### config.mk
export PLATFORM = sky130hd
export DESIGN_NAME = pl_hazard_ctrl
export DESIGN_NICKNAME = d
export VERILOG_FILES = /design/src/rtl/pl_hazard_ctrl.sv
export SDC_FILE = /design/constraint.sdc
export NUM_CORES = 1
export LEC_CHECK = 0
export ABC_AREA = 1
export BUFFER_PORTS_ARGS = -buffer_cell sky130_fd_sc_hd__buf_2
export CORE_MARGIN = 2
export CORE_UTILIZATION = 50
export DETAILED_ROUTE_END_ITERATION = 12
export GPL_TIMING_DRIVEN = 0
export PLACE_DENSITY = 0.8
export SLEW_MARGIN = 25
export SYNTH_ARGS = -nofsm -noshare
export SYNTH_HDL_FRONTEND = slang
export SYNTH_SLANG_ARGS = --single-unit
### constraint.sdc
create_clock -name clk -period 2.8 [get_ports clk]
set_input_delay 0.14 -clock clk [delete_from_list [all_inputs] [get_ports clk]]
set_output_delay 0.14 -clock clk [all_outputs]
set_load 0.03 [all_outputs]
### src/rtl/pl_hazard_ctrl.sv
// pl_hazard_ctrl: 5-stage pipeline stall/flush/forward control with dmem wait sequencing
module pl_hazard_ctrl #(
   parameter int MEM_TIMEOUT = 255,
   parameter int CNT_W       = 16
) (
   input  logic             clk,
   input  logic             rst,
   input  logic [4:0]       id_rs1,
   input  logic [4:0]       id_rs2,
   input  logic             id_uses_rs1,
   input  logic             id_uses_rs2,
   input  logic [4:0]       ex_rs1,
   input  logic [4:0]       ex_rs2,
   input  logic [4:0]       ex_rd,
   input  logic             ex_regwrite,
   input  logic [1:0]       ex_resultsrc,
   input  logic             ex_pcsrc,
   input  logic [4:0]       mem_rd,
   input  logic             mem_regwrite,
   input  logic [4:0]       wb_rd,
   input  logic             wb_regwrite,
   input  logic             dmem_req,
   input  logic             dmem_ready,
   output logic             stall_f,
   output logic             stall_d,
   output logic             stall_e,
   output logic             stall_m,
   output logic             flush_d,
   output logic             flush_e,
   output logic             flush_w,
   output logic [1:0]       fwd_a_e,
   output logic [1:0]       fwd_b_e,
   output logic             mem_err,
   output logic [CNT_W-1:0] stall_cycles
);
   localparam int WCW = $clog2(MEM_TIMEOUT + 1);
   localparam logic [WCW-1:0] TIMEOUT = WCW'(MEM_TIMEOUT);
   localparam logic [1:0] S_RUN  = 2'd0;
   localparam logic [1:0] S_WAIT = 2'd1;
   localparam logic [1:0] S_ERR  = 2'd2;

   logic [1:0]       r_state;
   logic [WCW-1:0]   r_wait_cnt;
   logic             r_mem_err;
   logic [CNT_W-1:0] r_stall_cycles;
   logic             w_mem_stall;
   logic             w_lu_stall;

   // Hazard detection and strobe generation; memory stall suppresses all flushes so a held branch flushes later
   always_comb begin
      w_mem_stall = (dmem_req & ~dmem_ready) | (r_state == S_ERR);
      w_lu_stall  = ex_regwrite & (ex_resultsrc == 2'b01) & (ex_rd != 5'd0) &
                    ((id_uses_rs1 & (id_rs1 == ex_rd)) | (id_uses_rs2 & (id_rs2 == ex_rd)));
      stall_f     = w_lu_stall | w_mem_stall;
      stall_d     = w_lu_stall | w_mem_stall;
      stall_e     = w_mem_stall;
      stall_m     = w_mem_stall;
      flush_w     = w_mem_stall;
      flush_d     = ex_pcsrc & ~w_mem_stall;
      flush_e     = (w_lu_stall | ex_pcsrc) & ~w_mem_stall;
   end

   // EX operand bypass selects: MEM beats WB, x0 is never forwarded
   always_comb begin
      fwd_a_e = (mem_regwrite && mem_rd != 5'd0 && mem_rd == ex_rs1) ? 2'b10 :
                (wb_regwrite  && wb_rd  != 5'd0 && wb_rd  == ex_rs1) ? 2'b01 : 2'b00;
      fwd_b_e = (mem_regwrite && mem_rd != 5'd0 && mem_rd == ex_rs2) ? 2'b10 :
                (wb_regwrite  && wb_rd  != 5'd0 && wb_rd  == ex_rs2) ? 2'b01 : 2'b00;
   end

   // Data-memory wait sequencer with timeout watchdog; ERROR holds until reset
   always_ff @(posedge clk or posedge rst) begin
      if (rst) begin
         r_state    <= S_RUN;
         r_wait_cnt <= '0;
         r_mem_err  <= 1'b0;
      end else if (r_state == S_RUN) begin
         if (dmem_req && !dmem_ready) begin
            r_state    <= S_WAIT;
            r_wait_cnt <= WCW'(1);
         end
      end else if (r_state == S_WAIT) begin
         if (dmem_ready) begin
            r_state <= S_RUN;
         end else if (r_wait_cnt == TIMEOUT) begin
            r_state   <= S_ERR;
            r_mem_err <= 1'b1;
         end else begin
            r_wait_cnt <= r_wait_cnt + 1'b1;
         end
      end
   end

   // Saturating count of cycles the decode stage was held
   always_ff @(posedge clk or posedge rst) begin
      if (rst)
         r_stall_cycles <= '0;
      else if (stall_d && r_stall_cycles != '1)
         r_stall_cycles <= r_stall_cycles + 1'b1;
   end

   assign mem_err      = r_mem_err;
   assign stall_cycles = r_stall_cycles;
endmodule

==> impl_metrics.env <==
export IMPL_p_per_area_nw_per_um2=401.1
export IMPL_clockBufferDepth=2
export IMPL_start_util_pct=52.51
export IMPL_synth_cell_types=32
export IMPL_period_share_pct=74.68
export IMPL_overflow=0
export IMPL_htree_levels=1
export IMPL_path_buf_inv=5
export IMPL_setup_viol=0
export IMPL_leakagePower_nw=1.486
export IMPL_path_cells="inv_1 -> o21ai_1 -> inv_1 -> nand2_2 -> buf_4 -> buf_4 -> buf_2"
export IMPL_multiInputGateArea_sq_um=1241
export IMPL_hpwl_um=3940
export IMPL_peakVddDrop_mv=0.3993
export IMPL_internal_power_w=0.0006533
export IMPL_first_global_vias=2114
export IMPL_top_layer_used="met4"
export IMPL_worst_hold_slack_ns=0.03817
export IMPL_dieArea_sq_um=4800
export IMPL_timing_rr_end="stall_cycles[11]$_DFFE_PP0P_"
export IMPL_cts_tree="done"
export IMPL_status="complete, no violations"
export IMPL_critical_path_cell_count=7
export IMPL_rsz0062_at_grt="false"
export IMPL_startpoint="r_state[1]$_DFFE_PP0P_"
export IMPL_r2r_setup_slack_ns=1.03
export IMPL_tns_ns=0
export IMPL_seqCellArea_sq_um=675.6
export IMPL_end_kind="output port"
export IMPL_switching_share_pct=37.90
export IMPL_max_clock_freq_mhz=478.2
export IMPL_finClkSkew_ns=0.003151
export IMPL_post_cts_setup_buffer_count=0
export IMPL_avgSynthCellArea_sq_um=6.722
export IMPL_postRouteAntennaNets=0
export IMPL_drive_above_1_share_pct=26.01
export IMPL_route_met2_wl_um=2344
export IMPL_drc_errors=0
export IMPL_mappedNetlistNets=366
export IMPL_nets=446
export IMPL_critPathLaunchType="register"
export IMPL_track_usage_pct=22.30
export IMPL_cp_top_family="buffers and inverters"
export IMPL_crit_type="register to output port"
export IMPL_numCtsBuffers=3
export IMPL_n_antenna_cell=0
export IMPL_cpMaxStageDelayCell="dfrtp_1"
export IMPL_avgRoutedWirePerCell_um=11.08
export IMPL_min_path_type="primary input to register"
export IMPL_reg2reg_from="stall_cycles[0]$_DFFE_PP0P_"
export IMPL_slew_violations=0
export IMPL_required_ns=2.66
export IMPL_worst_slew_pin_slew_ns=0.5679
export IMPL_antenna_found_initial=0
export IMPL_ys_ff_latch=27
export IMPL_drtPass1Iterations=4
export IMPL_rows=23
export IMPL_clockRootBuffer="clkbuf_8"
export IMPL_yosysWarnings=0
export IMPL_core_sq_um=4058
export IMPL_clkLatencyLatePin_ns=0.28
export IMPL_vias_per_cell=5.040
export IMPL_pwr_share_seq_pct=45.0
export IMPL_cp_endpoint="stall_f"
export IMPL_synthCells=317
export IMPL_p_clk_share_pct=22.4
export IMPL_die_h_um=69.28
export IMPL_clk_pin_slew_ns=0.10
export IMPL_grt_max_degree=28
export IMPL_drtIter0Drc=68
export IMPL_fin_crit_ns=2.091
export IMPL_syn_to_final_growth_pct=23.08
export IMPL_finalHoldViolCount=0
export IMPL_cts_sinks=27
export IMPL_fp_dieW_um=69.28
export IMPL_portBuffers=74
export IMPL_vias=2248
export IMPL_fillers=391
export IMPL_pwr_share_comb_pct=32.7
export IMPL_r2r_cells=8
export IMPL_max_slew_margin_pct=62.08
export IMPL_maxCapViolations=0
export IMPL_crit_arrival_ns=1.95
export IMPL_routed_wl_um=4941
export IMPL_fin_util_pct=64.63
export IMPL_crit_fanout=11
export IMPL_place_congestion=0.9190
export IMPL_met1_length_um=2205
export IMPL_grt_pass1_wl_um=9018
export IMPL_netlist_area_sq_um=2131
export IMPL_max_stage_delay_ns=0.40
export IMPL_dr_wl_met3_um=330
export IMPL_netSwitchingPower_w=0.0003987
export IMPL_ys_seq_area_share_pct=31.71
export IMPL_pin_count=75
-- layout make-up --
class / instances / share of cell area (%)
plain buffers: 6 / 1.861
clock buffers: 3 / 1.574
clock inverters: 1 / 0.2863
inverters: 44 / 6.298
multi-input cells: 240 / 47.33
flip-flops and latches: 27 / 25.76
well taps: 50 / 2.385
repair buffers: 75 / 14.50
-- placed cells by master (no fill, tap or decap) --
master	synthesis	routed
and2_1	1	1
inv_1	42	41
dlygate4sd3_1	0	1
or2_2	1	1
inv_2	2	3
ha_1	2	2
nand4_1	6	6
clkbuf_8	0	3
nor3_2	1	1
nor2_1	37	37
o21ai_1	4	4
nor3_1	3	3
dfrtp_1	27	27
buf_2	0	74
nand3_1	26	26
buf_6	1	1
nor4_1	3	3
xor2_1	17	17
nand3_4	2	2
nand3_2	1	1
o31ai_1	1	1
nor3_4	1	1
nor2_4	1	1
nor2_2	3	3
nand2_1	106	106
clkinvlp_4	0	1
o21ai_2	3	3
nor3b_1	1	1
xnor2_1	10	10
a21oi_1	2	2
nand3b_1	2	2
o21bai_1	1	1
nand2_2	2	2
buf_4	5	5
o21ai_0	2	2
nand2_4	1	1
-- routing by layer --
metal	GRT usage (%)	vias up
met3	3.198	5
met2	38.68	80
met4	5.882	0
li1	-	1141
met1	29.11	1022
met5	0	-
-- Yosys cell counts, drive strengths merged --
cell,count,share of area [%]
nor4,3,0.88
nand2,109,20
a21oi,2,0.47
dfrtp,27,32
nand3b,2,0.70
nand3,29,8.2
and2,1,0.29
nor3,5,1.9
o21bai,1,0.35
xor2,17,7.0
nand4,6,1.8
nor3b,1,0.35
o21ai,9,2.6
nor2,41,7.9
or2,1,0.29
ha,2,1.2
xnor2,10,4.1
buf,6,2.3
o31ai,1,0.35
inv,44,7.8
-- worst min path at each step --
stage,from,endpoint,slack [ns],cells past startpoint
floorplan,rst,mem_err$_DFFE_PP0P_,0.19,1
global placement,dmem_ready,r_state[1]$_DFFE_PP0P_,0.34,2
detailed placement,rst,r_state[1]$_DFFE_PP0P_,0.23,2
CTS,dmem_ready,r_state[1]$_DFFE_PP0P_,0.03,2
global route,dmem_ready,r_state[1]$_DFFE_PP0P_,0.04,2
finish,dmem_ready,r_state[1]$_DFFE_PP0P_,0.04,2
-- sequential cells by signal, summed over array words and instances (netlist names) --
name,flops
stall_cycles,16
r_wait_cnt,8
mem_err,1
r_state,2
-- metrics by stage --
| step | instance area [sq um] | total power, W | cells | setup WS, ns |
|---|---|---|---|---|
| 6_report | 2623 | 0.001052 | 446 | 0.7089 |
| 5_1_grt | 2623 | 0.001122 | 446 | 0.5093 |
| 4_1_cts | 2623 | 0.001059 | 446 | 0.6881 |
| 3_5_place_dp | 2564 | 0.0008228 | 441 | 1.016 |
| 3_3_place_gp | 2564 | 0.0008146 | 441 | 1.069 |
| 2_1_floorplan | 2131 | 0.0007046 | 317 | 0.9150 |
-- cell families (layout without fill, tap and decap cells) --
group,count (synthesis),after routing,share of synthesized area (%)
DFF,27,27,31.71
xor gates and xnor gates,27,27,11.10
and+or+nand+nor,198,198,42.16
buffers and inverters,50,129,10.04
AOI/OAI and AO/OA,13,13,3.817
adders and majority gates,2,2,1.174
-- power by group through the flow --
| stage | Sequential (W) | Clock, W | Combinational [W] |
|---|---|---|---|
| finish | 0.000473 | 0.000235 | 0.000344 |
| global route | 0.000481 | 0.000257 | 0.000383 |
| CTS | 0.000472 | 0.000242 | 0.000346 |
| detailed placement | 0.000479 | 0 | 0.000344 |
| global placement | 0.000478 | 0 | 0.000337 |
| floorplan | 0.000535 | 0 | 0.000170 |
-- what timing repair did --
action	in CTS	in global routing
hold endpoints to repair	27	0
resized for setup	0	0
hold buffers	1	0
No activity file was read; power rests on OpenSTA's default activity.
